--- config.mk ---
export PLATFORM = sky130hd
export DESIGN_NAME = ats21_client_arbiter
export DESIGN_NICKNAME = d
export VERILOG_FILES = /design/src/rtl/ats21_pkg.sv /design/src/rtl/ats21_rr_arb2.sv /design/src/rtl/ats21_client_arbiter.sv
export SDC_FILE = /design/constraint.sdc
export NUM_CORES = 1
export LEC_CHECK = 0
export BUFFER_PORTS_ARGS = -buffer_cell sky130_fd_sc_hd__buf_2
export CORE_ASPECT_RATIO = 0.7
export CORE_MARGIN = 2
export CORE_UTILIZATION = 41
export DETAILED_ROUTE_END_ITERATION = 10
export PLACE_DENSITY_LB_ADDON = 0.12
export SETUP_SLACK_MARGIN = 0.05
export SYNTH_ARGS = -nofsm -noshare
export SYNTH_HDL_FRONTEND = slang
export SYNTH_SLANG_ARGS = --single-unit
--- constraint.sdc ---
create_clock -name clk -period 2.1 [get_ports clk]
set_input_delay 0.21 -clock clk [delete_from_list [all_inputs] [get_ports clk]]
set_output_delay 0.21 -clock clk [all_outputs]
set_load 0.05 [all_outputs]
--- src/rtl/ats21_pkg.sv ---
// Shared types and widths for the ATS21 two-client front end.
package ats21_pkg;

    localparam int CTRL_W = 16;
    localparam int DATA_W = 24;
    localparam int STAT_W = 2;

    typedef enum logic [1:0] {
        IDLE,
        ISSUE,
        RESP
    } arb_state_e;

    typedef enum logic {
        CLIENT_A,
        CLIENT_B
    } client_e;

    typedef struct packed {
        logic [CTRL_W-1:0] ctrlA;
        logic [CTRL_W-1:0] ctrlB;
    } ats_cmd_t;

endpackage

--- src/rtl/ats21_rr_arb2.sv ---
// Two-way round-robin pick: a lone requester wins outright, a tie goes
// to whichever client did not own the ATS21 last.
module ats21_rr_arb2
    import ats21_pkg::*;
(
    input  logic    a_req,
    input  logic    b_req,
    input  client_e last_owner,
    output client_e winner,
    output logic    valid
);

    // Pick the winner from the current requests and the previous owner
    always_comb begin
        valid  = a_req | b_req;
        winner = CLIENT_A;
        if (a_req && b_req) begin
            winner = (last_owner == CLIENT_A) ? CLIENT_B : CLIENT_A;
        end else if (b_req) begin
            winner = CLIENT_B;
        end
    end

endmodule

--- src/rtl/ats21_client_arbiter.sv ---
// Front end that shares one ATS21 request port between clients A and B.
// One command per IDLE -> ISSUE -> RESP pass; ISSUE waits for ats_ready
// and gives up with a timeout response after TIMEOUT cycles.
module ats21_client_arbiter #(
    parameter int CTRL_W  = ats21_pkg::CTRL_W,
    parameter int DATA_W  = ats21_pkg::DATA_W,
    parameter int STAT_W  = ats21_pkg::STAT_W,
    parameter int TIMEOUT = 64
) (
    input  logic              clk,
    input  logic              reset,
    input  logic              a_req,
    input  logic [CTRL_W-1:0] a_ctrlA,
    input  logic [CTRL_W-1:0] a_ctrlB,
    input  logic              b_req,
    input  logic [CTRL_W-1:0] b_ctrlA,
    input  logic [CTRL_W-1:0] b_ctrlB,
    output logic              a_gnt,
    output logic              b_gnt,
    output logic              a_done,
    output logic              b_done,
    output logic [STAT_W-1:0] rsp_stat,
    output logic [DATA_W-1:0] rsp_data,
    output logic              rsp_timeout,
    output logic              busy,
    output logic              ats_req,
    output logic [CTRL_W-1:0] ats_ctrlA,
    output logic [CTRL_W-1:0] ats_ctrlB,
    input  logic              ats_ready,
    input  logic [STAT_W-1:0] ats_stat,
    input  logic [DATA_W-1:0] ats_data
);

    import ats21_pkg::*;

    localparam int TO_W = $clog2(TIMEOUT + 1);

    arb_state_e      state;
    client_e         owner;
    client_e         last_owner;
    client_e         pick_winner;
    logic            pick_valid;
    logic [TO_W-1:0] timeout_cnt;

    ats21_rr_arb2 u_rr_arb2 (
        .a_req      (a_req),
        .b_req      (b_req),
        .last_owner (last_owner),
        .winner     (pick_winner),
        .valid      (pick_valid)
    );

    // Transaction FSM; every output is a register updated here
    always_ff @(posedge clk or posedge reset) begin
        if (reset) begin
            state       <= IDLE;
            owner       <= CLIENT_A;
            last_owner  <= CLIENT_B;
            timeout_cnt <= '0;
            a_gnt       <= 1'b0;
            b_gnt       <= 1'b0;
            a_done      <= 1'b0;
            b_done      <= 1'b0;
            rsp_stat    <= '0;
            rsp_data    <= '0;
            rsp_timeout <= 1'b0;
            busy        <= 1'b0;
            ats_req     <= 1'b0;
            ats_ctrlA   <= '0;
            ats_ctrlB   <= '0;
        end else begin
            case (state)
                IDLE: begin
                    if (pick_valid) begin
                        owner       <= pick_winner;
                        ats_ctrlA   <= (pick_winner == CLIENT_A) ? a_ctrlA : b_ctrlA;
                        ats_ctrlB   <= (pick_winner == CLIENT_A) ? a_ctrlB : b_ctrlB;
                        a_gnt       <= (pick_winner == CLIENT_A);
                        b_gnt       <= (pick_winner == CLIENT_B);
                        ats_req     <= 1'b1;
                        busy        <= 1'b1;
                        timeout_cnt <= '0;
                        state       <= ISSUE;
                    end
                end
                ISSUE: begin
                    if (ats_ready) begin
                        rsp_stat    <= ats_stat;
                        rsp_data    <= ats_data;
                        rsp_timeout <= 1'b0;
                        a_done      <= (owner == CLIENT_A);
                        b_done      <= (owner == CLIENT_B);
                        ats_req     <= 1'b0;
                        state       <= RESP;
                    end else if (timeout_cnt == TO_W'(TIMEOUT - 1)) begin
                        rsp_stat    <= '0;
                        rsp_data    <= '0;
                        rsp_timeout <= 1'b1;
                        a_done      <= (owner == CLIENT_A);
                        b_done      <= (owner == CLIENT_B);
                        ats_req     <= 1'b0;
                        state       <= RESP;
                    end else begin
                        timeout_cnt <= timeout_cnt + TO_W'(1);
                    end
                end
                RESP: begin
                    a_done      <= 1'b0;
                    b_done      <= 1'b0;
                    a_gnt       <= 1'b0;
                    b_gnt       <= 1'b0;
                    busy        <= 1'b0;
                    rsp_timeout <= 1'b0;
                    last_owner  <= owner;
                    timeout_cnt <= '0;
                    state       <= IDLE;
                end
                default: begin
                    state <= IDLE;
                end
            endcase
        end
    end

endmodule

==> results.txt, run 1 <==
For the count of standard-cell rows, the log shows 26. TritonCTS built the clock tree. For this design the ratio of total power to cell area is 1830 mW/mm². The tools report the routability congestion estimate from global placement as 0.819. The clock reaches the later pin of the worst-skew pair after 0.33 ns. The number of iterations in the first detailed-routing pass was 4. After global routing, the most crowded layer is met2. The worst path in the final design needs a cycle of 1.73 ns, including I/O delays and setup. The number of buffers inserted during clock tree synthesis is 9, and the average vias per placed instance is 4.88. The share of flip-flops with an asynchronous set or reset is 1.00. The repair_antennas step left the layout with diodes totalling 0. The H-tree was split into 3 levels.

The adder-cell share of the synthesized area was 0.00396. The post-synth design cell area was 0.00316 mm²; the vertical die dimension was 77.5 µm. DRC violation count after routing: 0.

Setup repair after global routing left no endpoint under its margin. The number of global-route vias before repair is 2612, and the quantity of gates resized following cts is 0. The total clock sinks was 76; the share of cell area taken by muxes after synthesis was 0.0225.

The clock arrives with 0.00559 ns of skew. The tools report the utilization after layout as 0.575. Total length of routed wires: 7.49 mm. The tools report the startpoint kind of the worst setup timing path as a register.

The global route total overflow is 0, and the total of warnings raised by yosys is 0. The layout has 659 filler cells. Entering global routing, the biggest net connects 77 pins. Summed over all cells, the static leakage comes to 2.32 nW. The layout overhead on the synthesized area was 34.3%. The tools report the routed via count as 2651.

The number of flops mapped to enable cells by yosys is 0, and the fmax is 578 MHz. For the count of pins over their slew limit, the log shows 0. The most common cell after layout, fill and taps aside is buf_2. The area fraction of the dominant cell type after synthesis came out at 0.593.

Across the whole layout, storage elements account for 0.00190 mm². After detailed routing, the average wire length per cell comes to 13.8 µm. After clock tree synthesis, the clock-pin slew on the worst setup and hold paths is 0.08 ns. In this run, distinct cell masters in the synthesized netlist total 40. The fraction of layout cells with a size suffix above 1 came out at 0.422.

The flop and latch count out of synthesis was 76; the fraction of the yosys area taken by sequential cells was 0.602. dfrtp_1 takes more of the synthesized area than any other cell. The tools report the internal reg-to-reg setup slack as 0.37 ns. The kind of path behind the tightest hold check was in -> reg. The wire length of the first global-routing pass is 12.4 mm, and the post-synth net total is 378. The tools report the capturing element type of the critical path as a register. The tools report the number of antenna violations at the first check in global routing as 0. Once detail routing completed, the nets flagged for antenna violations numbered 0. The compound-cell area share of the yosys netlist came out at 0.199. Overall track demand over capacity in global routing: 0.190. The run finished with clean final reports.

IR analysis of the VDD net gives a maximum drop of 0.897 mV. The cell at the root of the clock tree is clkbuf_8. The period utilization was 0.824. Ranked by total cell area, the synthesized netlist is headed by dfrtp_1 (59%), nand2_1 (8.3%), a22o_1 (7.8%). The setup path with the least slack is of type reg -> reg. The first routing iteration left 102 violations.

The met3 track utilization from global routing was 0.0630; the number of top-level design ports was 160. The detailed placer's ending HPWL is 5.28 mm, and the highest fanout seen on the critical path is 7. Counting every instance in the synthesized netlist gives 282. The most used flip-flop cell after synthesis is dfrtp_1.

Maximum buffer depth of the clock tree: 2. The actual slew at the worst max-slew pin is 1.05 ns. The simple-gate portion of the synthesized area works out to 0.131. The die covers 0.00844 mm². After routing, the total negative slack on setup checks comes to 0 ns.

The total count of hold-check failures in the final report was 0. The area share of xor/xnor cells in the synthesized design is 0, and the max-slew headroom at the worst pin is 0.298. Data on the critical path is required at its endpoint by 2.31 ns. The starting density of the core is 0.428. Total of endpoints with negative setup slack in the final report: 0. Averaged over all synthesized cells, the footprint is 11.2 µm². The met2 usage in global routing is 0.295, and the global-route met1 utilization is 0.256.

The net count reported at finish was 536; the placeable core area was 0.00738 mm². In the final layout, the multi-input gates occupy 0.00114 mm². Port buffering added 159 buffers.

At the worst endpoint, the arrival time is 1.94 ns. The die is 109 µm wide. The top cell types in the final layout, fill and taps aside, are buf_2 (159), dfrtp_1 (75), nand2_1 (70). The total of max-cap violations is 0.

The dominant combinational cell family by area after synthesis is compound AO/OA/AOI/OAI gates.
-- cell usage after synthesis, drive strengths merged (2+ instances only) --
cell	n
a211o	2
o21ai	13
nand2b	2
a22oi	26
a21o	2
nand3	3
clkbuf	5
buf	13
a21boi	2
nor2b	2
nand2	70
mux2i	6
and3b	2
nor3	2
a21oi	2
nor2	4
nand4b	2
inv	6
a221o	2
a22o	28
dfrtp	75
-- power breakdown --
group | leakage [nW] | internal [mW] | switching, mW | total (mW)
registers | 0.942 | 2.12 | 0.359 | 2.48
clock network | 0.0983 | 0.579 | 0.518 | 1.10
logic | 1.28 | 1.03 | 3.14 | 4.18
total | 2.32 | 3.73 | 4.02 | 7.75
-- state kept, by name (all words and copies together), names as in the netlist, 2 cells and up --
name and cells:
timeout_cnt 7, ats_ctrlB 16, rsp_data 24, ats_ctrlA 16, state 2, rsp_stat 2
-- worst max-delay path, cell delays in order (launching register included) --
cell      delay, ns
dfrtp_1        0.40
ha_1           0.25
nand4b_1       0.19
o21ai_0        0.11
a22o_1         0.28
a221o_1        0.38
-- path summary, 6_finish.rpt --
kind / startpoint / to / cells after the start
setup / recovery: timeout_cnt[0] / timeout_cnt[2] / 5
setup reg to reg: timeout_cnt[0] / timeout_cnt[2] / 5
hold reg to reg: ats_ctrlB[0] / ats_ctrlB[0] / 2
hold / removal: a_ctrlB[3] / ats_ctrlB[3] / 3
min in group asynchronous: reset / rsp_data[18] / 4
max in group asynchronous: reset / last_owner / 4
-- through the flow --
stage	setup WS [ns]	hold WS, ns	power [mW]	std cells	area, µm²
2_1_floorplan	0.549	0.346	5.74	282	3170
3_3_place_gp	0.461	0.355	6.68	526	4040
3_5_place_dp	0.393	0.359	6.73	526	4040
4_1_cts	0.381	0.0719	7.86	543	4250
5_1_grt	0.240	0.0730	8.26	543	4250
6_report	0.370	0.0951	7.75	543	4250
-- layer usage --
layer,wire length (µm),vias up
li1,-,1322
met2,3460,103
met5,0,-
met1,3460,1221
met3,527,5
met4,51,0
-- repair_timing --
item                                   in CTS  in global routing
endpoints found under the hold margin      75                  0
buffers inserted                            0                  0
hold buffers                                1                  0
-- logic make-up (layout without fill, tap and decap cells) --
kind of cell / count (synthesis) / count (layout)
muxes: 7 / 7
DFF: 76 / 76
buffers and inverters: 24 / 187
and+or+nand+nor: 92 / 92
adders and majority gates: 1 / 1
AOI/OAI and AO/OA: 82 / 82
-- cell type report --
type | instances | share of cell area
multi-input cells | 182 | 0.268
repair buffers | 165 | 0.202
inverters | 6 | 0.00619
clock buffers | 10 | 0.0324
flip-flops and latches | 76 | 0.448
well taps | 98 | 0.0289
clock inverters | 6 | 0.0150
No activity file was read; power rests on OpenSTA's default activity.
==> run 2, diff against run 1 <==
CORE_UTILIZATION = 45   (was 41)
clock period = 1.7 ns   (was 2.1 ns; I/O delays follow)
==> run 2 against run 1 <==
Clock skew is 0.00058 ns lower. Largest cell class unchanged. Largest power group unchanged. Core utilization is 7.8 points higher. Cell count is 2.0% higher. Sequential power is 24% higher. Count of clock-buffer cells in the layout stayed put. Non-clock buffer count is 14 higher. Hold slack worse by 0.050 ns. Power is 28% higher. Via count is 5.7% higher. Clock power is 34% higher.
==> results.txt, run 2 (same netlist as run 1, synthesis figures left out) <==
The run finished with clean final reports. The filler cells instantiated in the layout total 610. The global route total overflow was 0; the total clock sinks was 76. The logs give 0.855 for the routability congestion estimate from global placement and 0 for the count of pins over their slew limit. For flop-to-flop paths, the worst setup slack is 0.11 ns. Summed over all layers, the routed wires come to 7.87 mm. In this run the core area contains 25 standard-cell rows.

Setup repair after global routing could not meet its margin everywhere. The H-tree was split into 3 levels. The number of global-route vias before repair is 2656, and the highest fanout seen on the critical path is 7. The number of clock buffers added by TritonCTS is 9.

Using the TritonRoute via totals, the vias-per-cell ratio works out to 5.06. The tools report the startpoint kind of the worst setup timing path as a register. From left edge to right edge, the die measures 104 µm. After routing the design area is 0.00443 mm². Total of endpoints with negative setup slack in the final report: 0.

The largest registers in the layout are rsp_data x24, ats_ctrlA x16, ats_ctrlB x16. The sequential cells in the finished layout cover a total of 0.00190 mm². Required arrival time at the worst endpoint: 1.92 ns. The most common cell after layout, fill and taps aside is buf_2. Clock tree synthesis selected as its root buffer the cell clkbuf_8. In the final layout, the multi-input gates occupy 0.00118 mm². Clock-pin slew was measured on the worst setup and hold paths at 0.08 ns. The kind of path behind the tightest hold check was in -> reg. The fraction of layout cells with a size suffix above 1 works out to 0.457. Entering global routing, the biggest net connects 32 pins. TritonCTS built the clock tree. The worst supply voltage drop on vdd was 1.23 mV; the post-placement cell area was 0.00414 mm². Arrival time at the worst endpoint: 1.81 ns. Starting density of the core: 0.466. The wire-length estimate of the detail-placed layout is 5.62 mm.

Total inserted antenna cells: 0. Dividing total power by cell area gives a power density of 2240 mW/mm². The first global-routing pass estimated 12.6 mm of wire. After the last flow step, the layout net total stands at 551. The vertical die dimension is 74.1 µm. In the routed design, unresolved DRC markers number 0. For the post-route clock skew, the log shows 0.00501 ns. Summed over all failing endpoints, the final setup total negative slack is 0 ns.

The register with the most flip-flops in the layout has 24 of them. The number of antenna violations at the first check in global routing is 0. The layout overhead on the synthesized area is 40.2%, and the number of top-level design ports is 160. The final critical delay including setup and external delays is 1.59 ns.

The routed via count came out at 2802. The period utilization works out to 0.938. STA classifies the critical path endpoint as a register. Input and output buffers added on the ports amount to 159. The total count of hold-check failures in the final report came out at 0.

Static timing analysis puts the maximum clock frequency at 627 MHz. Counting along the longest clock path gives a buffer depth of 2. The classification of the worst setup path was reg -> reg. In the layout the commonest cells are buf_2 (159), dfrtp_1 (75), nand2_1 (70). The clock reaches the later pin of the worst-skew pair after 0.34 ns. The run gives 0 as the total of max-cap violations.

The analysis attributes to cell leakage a power of 2.40 nW. The floorplan step defined a core boundary enclosing 0.00679 mm². rsp_data holds more flip-flops than any other register. For this block, the initial DRC count from the detailed router was 94. The max-slew headroom at the worst pin came out at 0.555. The average wire per cell in the routed design is 14.2 µm.

The overall track demand over capacity in global routing is 0.209, and the number of iterations in the first detailed-routing pass is 5. Die outline area: 0.00773 mm². At the pin with the least slew margin, the transition time is 0.666 ns.

The detail route stage leaves a number of antenna-violating nets equal to 0.
run 2: cell count changes in the layout (fill, tap and decap cells not counted), moves of 2 or more:
cell	change
buf_4	+12
buf_12	+2
nor2_1	-2
nor2_2	+2
o21ai_0	-2
run 2: power by group:
group	switching, mW	internal [mW]	leakage [nW]	total (mW)
registers	0.450	2.62	0.942	3.07
clock network	0.646	0.827	0.102	1.47
logic	3.97	1.43	1.36	5.40
run 2: final cells by class:
class                           count  share of cell area
Clock buffer                       10              0.0288
Clock inverter                      6              0.0200
Inverter                            6             0.00593
Multi-Input combinational cell    183               0.267
Sequential cell                    76               0.429
Tap cell                           94              0.0265
Timing Repair Buffer              179               0.222
run 2: layer usage:
metal  GRT usage  part of all wire  up-vias
met2       0.339              0.48      109
met4      0.0676            0.0091        0
met1       0.276              0.44     1337
met3      0.0631             0.066        5
met5           0                 0        -
li1            -                 -     1351
run 2: worst paths after layout:
path                           startpoint        endpoint  depth (start not counted)
max                        timeout_cnt[1]  timeout_cnt[2]                          5
min                            a_ctrlB[4]    ats_ctrlB[4]                          3
max reg2reg                timeout_cnt[1]  timeout_cnt[2]                          5
min reg2reg                  ats_ctrlA[3]    ats_ctrlA[3]                          2
max in group asynchronous           reset     rsp_data[9]                          4
min in group asynchronous           reset    ats_ctrlB[9]                          3
run 2: through the flow:
step                power, mW  hold slack [ns]  worst slack [ns]  cells   util
floorplan                7.09            0.306             0.149    282      -
global placement         8.37            0.299             0.122    533  0.610
detailed placement       8.46            0.306            0.0499    533  0.610
CTS                      9.97           0.0285            0.0573    550  0.643
global route             10.5           0.0322           0.00382    554  0.653
finish                   9.94           0.0454             0.106    554  0.653
run 2: repair_timing:
item,CTS,global route
pin swaps,0,6
endpoints found under the hold margin,25,0
setup endpoints to repair,1,51
resized for setup,1,11
hold buffers,1,0
gates cloned,0,1
buffers inserted,0,3
run 2: critical path: stages (launching register included):
cell	delay, ns
dfrtp_1	0.40
ha_2	0.20
nand4b_1	0.14
o21ai_1	0.08
a22o_2	0.28
a221o_1	0.36
